File: src/rtl/rf_pkg.sv
`default_nettype none
// ============================================================================
//  Module      : rf_pkg
//  Description : Shared register-file types and sizes used by the write-back
//                path (data width, register address width, register count).
//  Revision    : 1.0 - initial release
// ============================================================================
package rf_pkg;

  localparam int XLEN       = 32;
  localparam int REG_ADDR_W = 5;
  localparam int NUM_REGS   = 32;

  typedef logic [REG_ADDR_W-1:0] reg_addr_t;
  typedef logic [XLEN-1:0]       word_t;

endpackage
`default_nettype wire

File: src/rtl/rr_arbiter.sv
`default_nettype none
// ============================================================================
//  Module      : rr_arbiter
//  Description : Round-robin arbiter. Grants the first requester at or after
//                the rotating pointer (wrapping upward), one-hot. The pointer
//                moves to one past the winner whenever a handshake happens.
//  Revision    : 1.0 - initial release
// ============================================================================
module rr_arbiter #(
  parameter int NUM_REQ = 2
) (
  input  logic               clk,
  input  logic               rst_n,
  input  logic [NUM_REQ-1:0] req,
  input  logic               hs,
  output logic [NUM_REQ-1:0] grant
);

  localparam int PTR_W = (NUM_REQ > 1) ? $clog2(NUM_REQ) : 1;

  logic [PTR_W-1:0] rr_ptr_q;
  logic [PTR_W-1:0] rr_ptr_d;
  logic [PTR_W-1:0] win_idx;
  logic [PTR_W-1:0] idx;
  logic             found;

  // Rotating-priority search: first valid requester starting at rr_ptr.
  always_comb begin
    grant   = '0;
    win_idx = '0;
    idx     = '0;
    found   = 1'b0;
    for (int k = 0; k < NUM_REQ; k++) begin
      idx = PTR_W'((int'(rr_ptr_q) + k) % NUM_REQ);
      if (!found && req[idx]) begin
        grant[idx] = 1'b1;
        win_idx    = idx;
        found      = 1'b1;
      end
    end
  end

  // Pointer moves past the winner only when the grant is actually taken.
  always_comb begin
    rr_ptr_d = rr_ptr_q;
    if (hs) begin
      rr_ptr_d = (win_idx == PTR_W'(NUM_REQ - 1)) ? '0 : win_idx + PTR_W'(1);
    end
  end

  // Pointer register.
  always_ff @(posedge clk or negedge rst_n) begin
    if (!rst_n) begin
      rr_ptr_q <= '0;
    end else begin
      rr_ptr_q <= rr_ptr_d;
    end
  end

endmodule
`default_nettype wire

File: src/rtl/wb_arbiter.sv
`default_nettype none
// ============================================================================
//  Module      : wb_arbiter
//  Description : Write-back arbiter for the 32-entry register file. Shares the
//                single write port between NUM_REQ producers (round-robin,
//                valid/ready), drives a registered write port, and optionally
//                tracks registers with an outstanding write.
//                Optional feature macro: WB_ARBITER_SCOREBOARD_EN
//  Revision    : 1.0 - initial release
// ============================================================================
module wb_arbiter #(
  parameter int NUM_REQ = 2,
  parameter int XLEN    = rf_pkg::XLEN
) (
  input  logic                                      clk,
  input  logic                                      rst_n,
  input  logic [NUM_REQ-1:0]                        req_valid,
  output logic [NUM_REQ-1:0]                        req_ready,
  input  logic [NUM_REQ-1:0][rf_pkg::REG_ADDR_W-1:0] req_rd_addr,
  input  logic [NUM_REQ-1:0][XLEN-1:0]              req_rd_data,
  output logic                                      reg_write,
  output logic [rf_pkg::REG_ADDR_W-1:0]             rd_addr,
  output logic [XLEN-1:0]                           rd_data,
  input  logic                                      issue_valid,
  input  logic [rf_pkg::REG_ADDR_W-1:0]             issue_rd_addr,
  input  logic [rf_pkg::REG_ADDR_W-1:0]             rs1_addr,
  input  logic [rf_pkg::REG_ADDR_W-1:0]             rs2_addr,
  output logic                                      rs1_busy,
  output logic                                      rs2_busy
);

  import rf_pkg::*;

  logic [NUM_REQ-1:0] grant;
  logic               hs;
  reg_addr_t          sel_addr;
  logic [XLEN-1:0]    sel_data;

  logic               reg_write_q;
  logic               reg_write_d;
  reg_addr_t          rd_addr_q;
  reg_addr_t          rd_addr_d;
  logic [XLEN-1:0]    rd_data_q;
  logic [XLEN-1:0]    rd_data_d;

  rr_arbiter #(
    .NUM_REQ (NUM_REQ)
  ) u_rr_arbiter (
    .clk   (clk),
    .rst_n (rst_n),
    .req   (req_valid),
    .hs    (hs),
    .grant (grant)
  );

  // Nothing is granted while reset is held, so no requester believes its
  // write was taken during reset.
  assign req_ready = grant & {NUM_REQ{rst_n}};
  assign hs        = |(req_valid & req_ready);

  // Select the granted requester's address and data.
  always_comb begin
    sel_addr = '0;
    sel_data = '0;
    for (int i = 0; i < NUM_REQ; i++) begin
      if (req_ready[i]) begin
        sel_addr = req_rd_addr[i];
        sel_data = req_rd_data[i];
      end
    end
  end

  // Output stage: load on a transfer, pulse write unless the target is x0.
  always_comb begin
    reg_write_d = 1'b0;
    rd_addr_d   = rd_addr_q;
    rd_data_d   = rd_data_q;
    if (hs) begin
      reg_write_d = (sel_addr != '0);
      rd_addr_d   = sel_addr;
      rd_data_d   = sel_data;
    end
  end

  // Registered register-file write port.
  always_ff @(posedge clk or negedge rst_n) begin
    if (!rst_n) begin
      reg_write_q <= 1'b0;
      rd_addr_q   <= '0;
      rd_data_q   <= '0;
    end else begin
      reg_write_q <= reg_write_d;
      rd_addr_q   <= rd_addr_d;
      rd_data_q   <= rd_data_d;
    end
  end

  assign reg_write = reg_write_q;
  assign rd_addr   = rd_addr_q;
  assign rd_data   = rd_data_q;

`ifdef WB_ARBITER_SCOREBOARD_EN
  logic [NUM_REGS-1:0] busy_q;
  logic [NUM_REGS-1:0] busy_d;

  // Clear on the committing write, then set on issue so a same-cycle
  // re-issue keeps the register busy; x0 can never be busy.
  always_comb begin
    busy_d = busy_q;
    if (reg_write_q) begin
      busy_d[rd_addr_q] = 1'b0;
    end
    if (issue_valid && (issue_rd_addr != '0)) begin
      busy_d[issue_rd_addr] = 1'b1;
    end
    busy_d[0] = 1'b0;
  end

  // Busy vector register.
  always_ff @(posedge clk or negedge rst_n) begin
    if (!rst_n) begin
      busy_q <= '0;
    end else begin
      busy_q <= busy_d;
    end
  end

  assign rs1_busy = busy_q[rs1_addr];
  assign rs2_busy = busy_q[rs2_addr];
`else
  // Scoreboard absent: ports kept for a stable interface, inputs ignored.
  logic unused_sb;
  assign unused_sb = &{1'b0, issue_valid, issue_rd_addr, rs1_addr, rs2_addr};
  assign rs1_busy  = 1'b0;
  assign rs2_busy  = 1'b0;
`endif

endmodule
`default_nettype wire

File: config.mk
export PLATFORM = sky130hd
export DESIGN_NAME = wb_arbiter
export DESIGN_NICKNAME = d
export VERILOG_FILES = /design/src/rtl/rf_pkg.sv /design/src/rtl/rr_arbiter.sv /design/src/rtl/wb_arbiter.sv
export SDC_FILE = /design/constraint.sdc
export NUM_CORES = 1
export LEC_CHECK = 0
export ABC_AREA = 1
export CAP_MARGIN = 30
export CORE_MARGIN = 2
export CORE_UTILIZATION = 45
export DETAILED_ROUTE_END_ITERATION = 6
export DONT_BUFFER_PORTS = 1
export PLACE_DENSITY_LB_ADDON = 0.1
export SKIP_LAST_GASP = 1
export SYNTH_ARGS = -nofsm -noshare
export SYNTH_HDL_FRONTEND = slang
export SYNTH_SLANG_ARGS = --single-unit
File: constraint.sdc
create_clock -name clk -period 1.1 [get_ports clk]
set_input_delay 0.11 -clock clk [delete_from_list [all_inputs] [get_ports clk]]
set_output_delay 0.11 -clock clk [all_outputs]
set_load 0.005 [all_outputs]
; After elaboration in Yosys (flattened, before gate mapping)
; Cells that the tools add are included.
[totals]
regBits = 39
[op_classes]
addsub = 2
n_mux = 19
bitwise_logic = 3
reduce_logical = 6
order_cmp = 4
[op_table]
columns = cell, n
row1 = two-way mux 32 bit, 2
row2 = two-way mux 1 bit, 11
row3 = two-way mux 5 bit, 2
row4 = nonzero test 5 bit, 1
row5 = bitwise AND 2 bit, 2
row6 = < comparator 1 x 2 -> 1 bit (second input constant), 2
row7 = two-way mux 2 bit, 2
row8 = logical AND 1 bit, 3
row9 = adder 1 bit (second input constant), 2
row10 = demux 1 bit (select 1 bit), 2
row11 = greater-or-equal comparator 1 bit (second input constant), 2
row12 = OR 2 bit, 1
row13 = OR reduction 2 bit, 1
row14 = logical NOT 1 bit, 1

; Depth between registers and ports, before layout
; Gate-level depths: netlist of the first run.
[logic_depth]
ltp_word = 12
depth_mapped = 6
mapped_depth_nobuf = 6

; Modules after synthesis
; From an unflattened synthesis of the first run, not the netlist that was laid out.
[unflattened]
cells_unflattened = 245
hier_area_um2 = 2039.5
[modules_own_cells]
columns = mod, area_per_inst_um2, cells_per_inst, instances, seq_area_each_um2
row1 = wb_arbiter, 1974.4, 234, 1, 950.9
row2 = rr_arbiter, 65.1, 11, 1, 25.0

; Least setup slack after synthesis of the first run
; Ideal clock, no wire load.
[synth_timing]
path_kind = reg2reg
start = reg (tool-made name)
end = reg rd_data_q[8], in the netlist rd_data[8]
setup_slack_ps = 56
arrival_ps = 978
setup_ps = 66
path_stages_with_launch = 6
synth_period_minus_slack_ps = 1044
n_path_buf = 1
cell_sequence = dfrtp_1 inv_2 a21oi_4 buf_6 nand2_1 nand3_2
[synth_lines]
columns = item, line
row1 = end signal: assignment, wb_arbiter.sv:94  ; rd_data_q <= rd_data_d;
row2 = end: declaration, wb_arbiter.sv:43  ; logic [XLEN-1:0] rd_data_q;

==> metrics.cfg, run 1 <==
[layout]
fillers=283
final_util_pct=71.1
antenna_cells=0
drive_gt1_share_pct=14.5
layout.nets=396
ff_latch_area_sq_um=976
multiInputGateArea_sq_um=769
syn_to_final_growth_pct=53.4

[cts]
path_clk_slew_ns=0.08
clock_path_buffers=2
htree_levels=2
cts_tree=built
clock-sinks=39
clk_latency_ns=0.29
cts-root-buf=clkbuf_8
cts_made_buffers=5

[yosys]
synth_seq_area_share_pct=53.4
ys_types=14
ys_ff_latch=39
post_synth.cell_area_avg_sq_um=8.27
synthTopCellsByArea=dfrtp_1 53%, nand2_1 22%, nand3_1 11%
ys.flop_type=dfrtp_1
synth_edf_count=0
yosysMostFrequentCell=nand2_1
synth_top_area_cell=dfrtp_1
syn_area_sq_um=1830
yosysWarnings=0
async_flop_share_pct=100
synth_top_area_share_pct=53.4
yosys-top-cells-count=109 x nand2_1, 40 x nand3_1, 39 x dfrtp_1, 6 x nand2_2
syn_inst=221

[timing]
report.final.slew_viol_count=0
fin_ws_ns=-0.176
fmax_mhz=783
final_hold_viol_count=0
fin_crit_sh_pct=116
fin_skew_ns=0.00654
period_needed_ns=1.28
setup_viol=33
rsz0062_at_grt=true

[worst_setup_path]
cp_max_fo=7
end_kind=output pin
worst_ep_required_time_ns=0.99
crit_type=register to output pin
crit_path_start_kind=register
cp.arrival_ns=1.17

[global_route]
grt_pass1_vias=1929
grt_max_degree=40
overflow=0
grt_usage_pct=26.2
antenna_found_initial=0
grt_first_pass_wirelength_um=8560

[routing]
drt_iter0_drc=122
wl_per_cell_um=16.5
vias=1856
drc=0
ant_nets=0
first_pass_iters=4
drt-total-wl_um=5820
viasPerCell=5.26

[min_path]
hp-class=input port to register

[floorplan]
coreArea_sq_um=3940
start_util_pct=46.3
row_count=23
die_height_um=67.7
die_x_um=67.7
pin_count=136
dieArea_sq_um=4590

[power]
power_mw=3.69
p_leak_nw=1.36
ir_worst_vdd_uv=815
powerDensity_nw_per_um2=1320

[status]
violations=setup timing
status=finished, violations left

[place]
pre_cts_slack_ns=-0.0334
place_hpwl_um=3150
portBuffers=0
gp_congestion=0.750

[job]
cap_violations=0

## registers in the layout (all words and copies together), names as in the netlist, named ones only
signal and flops:
rd_addr 5, rd_data 32, reg_write 1
## routing by layer
layer,up-vias,track usage [%],routed length [um]
met2,100,47.5,3100
met4,0,13.0,108
li1,860,-,-
met1,884,26.1,2130
met5,-,0,0
met3,12,9.33,480
## cells by family (layout without fill, tap and decap cells)
kind of cell / Yosys count / in the layout / synth area share [%]
flip-flops: 39 / 39 / 53.4
AND/OR/NAND/NOR: 162 / 162 / 38.6
AO/OA/AOI/OAI: 3 / 3 / 2.05
buffers and inverters: 16 / 97 / 5.75
other: 1 / 2 / 0.205
## worst max-delay path, stage by stage, from the launching register on
cell,delay [ns]
dfrtp_1,0.41
buf_6,0.14
a21oi_4,0.18
buf_12,0.15
## power breakdown
group,switching [mW],leakage [nW],internal [mW]
Clock,0.480,0.0515,0.572
Combinational,0.372,0.824,0.420
Sequential,0.188,0.486,1.66
Total,1.04,1.36,2.65
## through the flow
step | setup TNS, ns | std cells | hold WS, ns | cell area (sq um)
after global placement | 0 | 271 | -0.185 | 1920
after global routing | -5.79 | 353 | 0.0101 | 2800
final | -3.57 | 353 | 0.00872 | 2800
after floorplan | 0 | 222 | -0.186 | 1830
after detailed placement | -0.164 | 271 | -0.185 | 1920
after CTS | -3.48 | 351 | 0.00328 | 2760
## cell type report
type | instances | share of cell area (%)
Clock buffer | 8 | 3.57
Multi-Input combinational cell | 167 | 27.5
Sequential cell | 39 | 34.8
Inverter | 5 | 0.670
Timing Repair Buffer | 84 | 31.2
Tap cell | 50 | 2.23
## cell usage in the layout, fill, tap and decap left out
| cell type | netlist | layout |
|---|---|---|
| nand2_1 | 109 | 107 |
| dlygate4sd3_1 | 0 | 67 |
| dfrtp_1 | 39 | 39 |
| nand3_1 | 40 | 37 |
| buf_4 | 5 | 10 |
| nand2_2 | 6 | 8 |
| nand3_2 | 5 | 8 |
| clkbuf_8 | 0 | 7 |
| buf_12 | 0 | 4 |
| inv_1 | 3 | 3 |
| inv_2 | 2 | 2 |
| a21oi_4 | 2 | 2 |
| nor2_1 | 2 | 2 |
| conb_1 | 1 | 2 |
| buf_6 | 3 | 2 |
| o21ai_0 | 1 | 1 |
| clkbuf_1 | 0 | 1 |
| buf_16 | 0 | 1 |
## repair_timing
action	CTS	global route
hold buffers	66	2
setup endpoints to repair	35	40
hold endpoints to repair	71	2
gates cloned	1	0
pin swaps	2	2
setup buffers	5	0
resized for setup	2	6
## final timing paths
path | start | to | slack (ns) | depth (start not counted)
worst min register to register | rd_addr[0] | rd_addr[0] | 0.51 | 2
worst max-delay path | register | req_ready[0] | -0.18 | 3
max in group asynchronous | rst_n | rd_data[28] | 0.61 | 2
worst max register to register | register | rd_data[30] | -0.16 | 6
min in group asynchronous | rst_n | rd_addr[3] | 0.28 | 2
worst min-delay path | req_rd_addr[1] | rd_addr[1] | 0.009 | 2
No activity file was read; power rests on OpenSTA's default activity.
==> run 2: changes to the inputs <==
SYNTH_HIERARCHICAL = 1   (was not set)
==> run 2 against run 1 <==
Against the previous run: the run ends with hold timing, setup timing left; area after synthesis increased by 12%; register-to-register slack worse by 0.17 ns; flip-flop and latch count unchanged; global-route usage increased by 0.40 points; die area is 11% higher; sequential power grew 25%; critical endpoint is now rd_addr[0].
==> metrics.cfg, run 2 <==
[status]
status=finished, violations left
violations=hold timing, setup timing

[layout]
fin_area_sq_um=3440
final_common_cell=dlygate4sd3_1
largest_register_ffs=32
syn_to_final_growth_pct=68.7
final_cell_mix=52 x dlygate4sd3_1, 41 x nand2_1, 39 x dfrtp_1, 23 x nor2_1, 20 x nand3_1
antenna_cells=0
drive_gt1_share_pct=36.8
layout.nets=421

[power]
p_switching_mw=1.87
powerDensity_nw_per_um2=1530
seqPwrFrac_pct=44.0
power_frac_clock_pct=18.0
p_int_mw=3.39
ir_worst_vdd_uv=842
power_frac_comb_pct=38.0
swShare_pct=35.5
p_leak_nw=1.39

[floorplan]
dieArea_sq_um=5090
row_count=24
pin_count=136
die_height_um=71.3
die_x_um=71.3
start_util_pct=46.8
coreArea_sq_um=4350

[routing]
vias=2153
drt-total-wl_um=7040
ant_nets=0
wl_per_cell_um=18.6
drt_iter0_drc=88
drc=0
first_pass_iters=4
viasPerCell=5.70

[worst_setup_path]
end_kind=register
cp_max_fo=7
crit_path_start_kind=register
r2r_cells=11
worst_ep_required_time_ns=1.28
slowest_delay_ns=0.38
cp.arrival_ns=1.61
crit_type=register to register
worstPathCellList=inv_2 -> nand2_2 -> nand2_2 -> nand2_2 -> inv_4 -> nand2_4 -> nand2_8 -> buf_8 -> clkinvlp_4 -> nand2_1 -> o21ai_1
reg2reg_slack_ns=-0.33
critPathSlowestCell=dfrtp_1
crit_path_frequent_cell=nand2_2
worstReg2RegEnd=rd_addr[0]

[job]
cap_violations=0

[yosys]
synthTopCellsByArea=dfrtp_1 48%, a31oi_2 10%, nand2_1 9.0%
synth_top_area_cell=dfrtp_1
yosysWarnings=6
syn_inst=245
ys_types=19
synth_seq_area_share_pct=47.9
synth_edf_count=0
ys.flop_type=dfrtp_1
syn_area_sq_um=2040
async_flop_share_pct=100
ys_ff_latch=39
post_synth.cell_area_avg_sq_um=8.32
synth_top_area_share_pct=47.9
yosys-top-cells-count=49 x nand2_1, 46 x nor2_1, 39 x dfrtp_1, 33 x nand3_1, 17 x a31oi_2
yosysMostFrequentCell=nand2_1

[place]
portBuffers=0
place_hpwl_um=3490
pre_cts_slack_ns=-0.340
gp_congestion=0.758
placed_area_sq_um=2260

[global_route]
antenna_found_initial=0
grt_max_degree=40
grt_first_pass_wirelength_um=10400
grt_pass1_vias=2078
overflow=0
grt_usage_pct=26.6

[timing]
fmax_mhz=701
fin_crit_sh_pct=130
period_needed_ns=1.43
hold_ws_ns=-0.0215
rsz0062_at_grt=true
fin_ws_ns=-0.327
setup_viol=41
fin_skew_ns=0.00797
final_hold_viol_count=3
report.final.slew_viol_count=0

[cts]
clock_path_buffers=2
path_clk_slew_ns=0.08
clk_latency_ns=0.30
cts_tree=built
htree_levels=2
clock-sinks=39
cts-root-buf=clkbuf_8
cts_made_buffers=5

[min_path]
hp-class=input port to register
min_path_cells=2
worstHoldEndpoint=rd_data[6]
hp-start=req_rd_data[6]

## run 2: cell types whose count changed after synthesis, moves of 3 or more
cell / delta
a21oi_1: +3
a31oi_1: +15
a31oi_2: +17
clkbuf_1: +7
inv_1: +9
nand2_1: -60
nand2_2: -4
nand3_1: -7
nand3_2: -5
nor2_1: +44
o21ai_0: +4
## run 2: cell families (layout without fill, tap and decap cells)
kind of cell,Yosys count,count (layout),share of synthesized area (%)
AND/OR/NAND/NOR,131,131,26.5
flip-flops,39,39,47.9
AO/OA/AOI/OAI,40,40,17.0
other,1,2,0.184
buffers and inverters,34,114,8.47
## run 2: how the worst max path moves through the flow
stage                     startpoint          end  slack, ns  depth (start not counted)
after detailed placement    register   rd_addr[0]      -0.34                         10
final                       register   rd_addr[0]      -0.33                         11
after floorplan             register     register      -0.34                         12
after global placement      register   rd_data[0]      -0.29                         10
after CTS                   register  rd_data[27]      -0.33                         12
after global routing        register   rd_addr[2]      -0.41                         11
## run 2: layer usage
layer / track usage, % / vias to the layer above / share of wire [%]
met1: 32.6 / 1042 / 38
met2: 44.8 / 117 / 52
met4: 9.85 / 0 / 2.2
li1: - / 977 / -
met3: 7.31 / 17 / 8.0
met5: 0 / - / 0
## run 2: worst max-delay path: cells and delay by family, from the launching register on
| kind | cells | cell delay, ns |
|---|---|---|
| buffers and inverters | 4 | 0.42 |
| AO/OA/AOI/OAI | 1 | 0.07 |
| flip-flops | 1 | 0.38 |
| AND/OR/NAND/NOR | 6 | 0.44 |
## run 2: layout make-up
cell class,instances,area [sq um]
multi-input combinational,173,1160
tap,52,65.1
sequential,39,976
timing repair buffer,92,1080
clock buffer,6,72.6
inverter,15,82.6
timing repair inverter,1,7.51
fill,287,913
## run 2: repair_timing
item                                    4_1_cts  5_1_grt
hold buffers                                 43       10
endpoints found under the setup margin       41       41
endpoints found under the hold margin        69       10
resized for setup                            29       37
pin swaps                                    14       32
gates cloned                                  7        0
setup buffers                                13        4
## run 2: per-stage QoR
step	cells	TNS [ns]	total power, mW	utilization (%)	hold WS, ns
2_1_floorplan	246	-9.87	3.18	-	-0.186
3_3_place_gp	297	-10.08	3.49	52.0	-0.185
3_5_place_dp	297	-11.39	3.52	52.0	-0.185
4_1_cts	364	-11.63	4.98	72.0	0.00164
5_1_grt	378	-15.25	5.55	79.0	0.000943
6_report	378	-11.93	5.26	79.0	-0.0215
## run 2: power groups by stage
stage	sequential [mW]	clock, mW	combinational, mW
floorplan	2.21	0	0.969
global route	2.37	0.993	2.18
finish	2.32	0.947	2.00
global placement	2.31	0	1.18
CTS	2.30	0.923	1.75
detailed placement	2.32	0	1.20
==> run 3: changes to the inputs <==
CTS_BUF_LIST = sky130_fd_sc_hd__clkbuf_4 sky130_fd_sc_hd__clkbuf_8   (was not set)
==> run 3 against run 2 <==
Against the previous run: clock-buffer cell count unchanged; largest power group unchanged; clock power grew 0.8%; wire length grew 0.26%; critical path type unchanged; fmax down 3.4%; critical endpoint is now rd_data[24]; die area is the same; clock skew is 0.0016 ns lower; flip-flop and latch count did not move; the run still ends with hold timing, setup timing left; non-clock buffer count shrank 3; global-route usage rose by 0.15 points.
==> metrics.cfg, run 3 (synthesis gave the netlist of run 2 again) <==
[worst_setup_path]
end_kind=register
worst_ep_required_time_ns=1.32
cp_max_fo=8
crit_path_start_kind=register
cp.arrival_ns=1.70
crit_type=register to register

[layout]
largest_register_ffs=32
antenna_cells=0
final_cell_mix=50 x dlygate4sd3_1, 42 x nand2_1, 39 x dfrtp_1, 24 x nor2_1, 23 x nand3_1
fin_area_sq_um=3400
syn_to_final_growth_pct=66.6
final_common_cell=dlygate4sd3_1
final_util_pct=78.0
layout.nets=418
drive_gt1_share_pct=35.6

[cts]
path_clk_slew_ns=0.08
htree_levels=2
cts_tree=built
clk_latency_ns=0.30
cts-root-buf=clkbuf_8
clock_path_buffers=2
clock-sinks=39
cts_made_buffers=5

[floorplan]
start_util_pct=46.8
die_height_um=71.3
die_x_um=71.3
pin_count=136
coreArea_sq_um=4350
dieArea_sq_um=5090
row_count=24

[global_route]
gr-usage-met3_pct=7.17
grt_use_met2_pct=45.2
grt_usage_pct=26.7
grt.busiest_layer=met2
overflow=0
met1_usage_pct=33.0
grt_first_pass_wirelength_um=10500
grt_pass1_vias=2077
grt_max_degree=40
antenna_found_initial=0

[routing]
first_pass_iters=4
ant_nets=0
wl_per_cell_um=18.8
vias=2106
drt-total-wl_um=7060
drc=0
viasPerCell=5.62
drt_iter0_drc=67

[timing]
rsz0062_at_grt=true
fin_ws_ns=-0.377
setup_tns_ns=-11.93
fin_skew_ns=0.00634
report.final.slew_viol_count=0
setup_viol=41
final_hold_viol_count=3
period_needed_ns=1.48
hold_ws_ns=-0.0232
fmax_mhz=677
fin_crit_sh_pct=134

[job]
cap_violations=0

[place]
placed_area_sq_um=2260
portBuffers=0
place_hpwl_um=3490
gp_congestion=0.758

[power]
powerDensity_nw_per_um2=1540
power_mw=5.24
ir_worst_vdd_uv=854
p_leak_nw=1.39

[min_path]
hp-class=input port to register

[status]
violations=hold timing, setup timing
status=finished, violations left

==> run 3: cell type report <==
class                   count  area, sq um
multi-input cells         173         1130
repair buffers             89         1050
flip-flops and latches     39          976
fillers                   286          957
inverters                  15         82.6
clock buffers               6         76.3
well taps                  52         65.1
repair inverters            1         7.51
==> run 3: final timing paths <==
kind | from | end | slack, ns | cells past startpoint
worst min register to register | rd_addr[2] | rd_addr[2] | 0.53 | 2
worst max register to register | register | rd_data[24] | -0.38 | 10
max in group asynchronous | rst_n | rd_data[30] | 0.61 | 2
worst min-delay path | req_rd_data[6] | rd_data[6] | -0.02 | 2
min in group asynchronous | rst_n | rd_data[1] | 0.29 | 2
worst max-delay path | register | rd_data[24] | -0.38 | 10
==> run 3: repair_timing <==
item / CTS / global route
endpoints found under the setup margin: 41 / 41
cloned: 7 / 0
setup buffers: 13 / 3
hold buffers: 43 / 8
pin swaps: 14 / 31
resized for setup: 29 / 30
endpoints found under the hold margin: 69 / 8
==> run 3: report_power, final <==
group / leakage, nW / internal, mW / total [mW] / switching (mW)
sequential: 0.466 / 1.88 / 2.31 / 0.433
combinational: 0.879 / 1.08 / 1.98 / 0.897
clock: 0.0406 / 0.448 / 0.955 / 0.507
==> run 3: through the flow <==
step                cells  setup slack (ns)  hold slack (ns)
CTS                   364            -0.334          0.00164
floorplan             246            -0.345           -0.186
global placement      297            -0.290           -0.185
finish                375            -0.377          -0.0232
detailed placement    297            -0.340           -0.185
global route          375            -0.434         0.000943
==> run 3: layer usage <==
layer	share of wire (%)	wire length, um
met1	39	2740
met2	52	3700
met3	7.0	493
met4	1.8	127
met5	0	0
==> run 3: critical path, stage by stage, from the launching register on <==
cell and delay [ns]:
dfrtp_1 0.37, inv_2 0.05, nand2_2 0.06, nand2_2 0.10
inv_4 0.05, buf_6 0.12, clkinv_8 0.05, buf_12 0.11
buf_16 0.13, nand3_1 0.14, a31oi_4 0.21
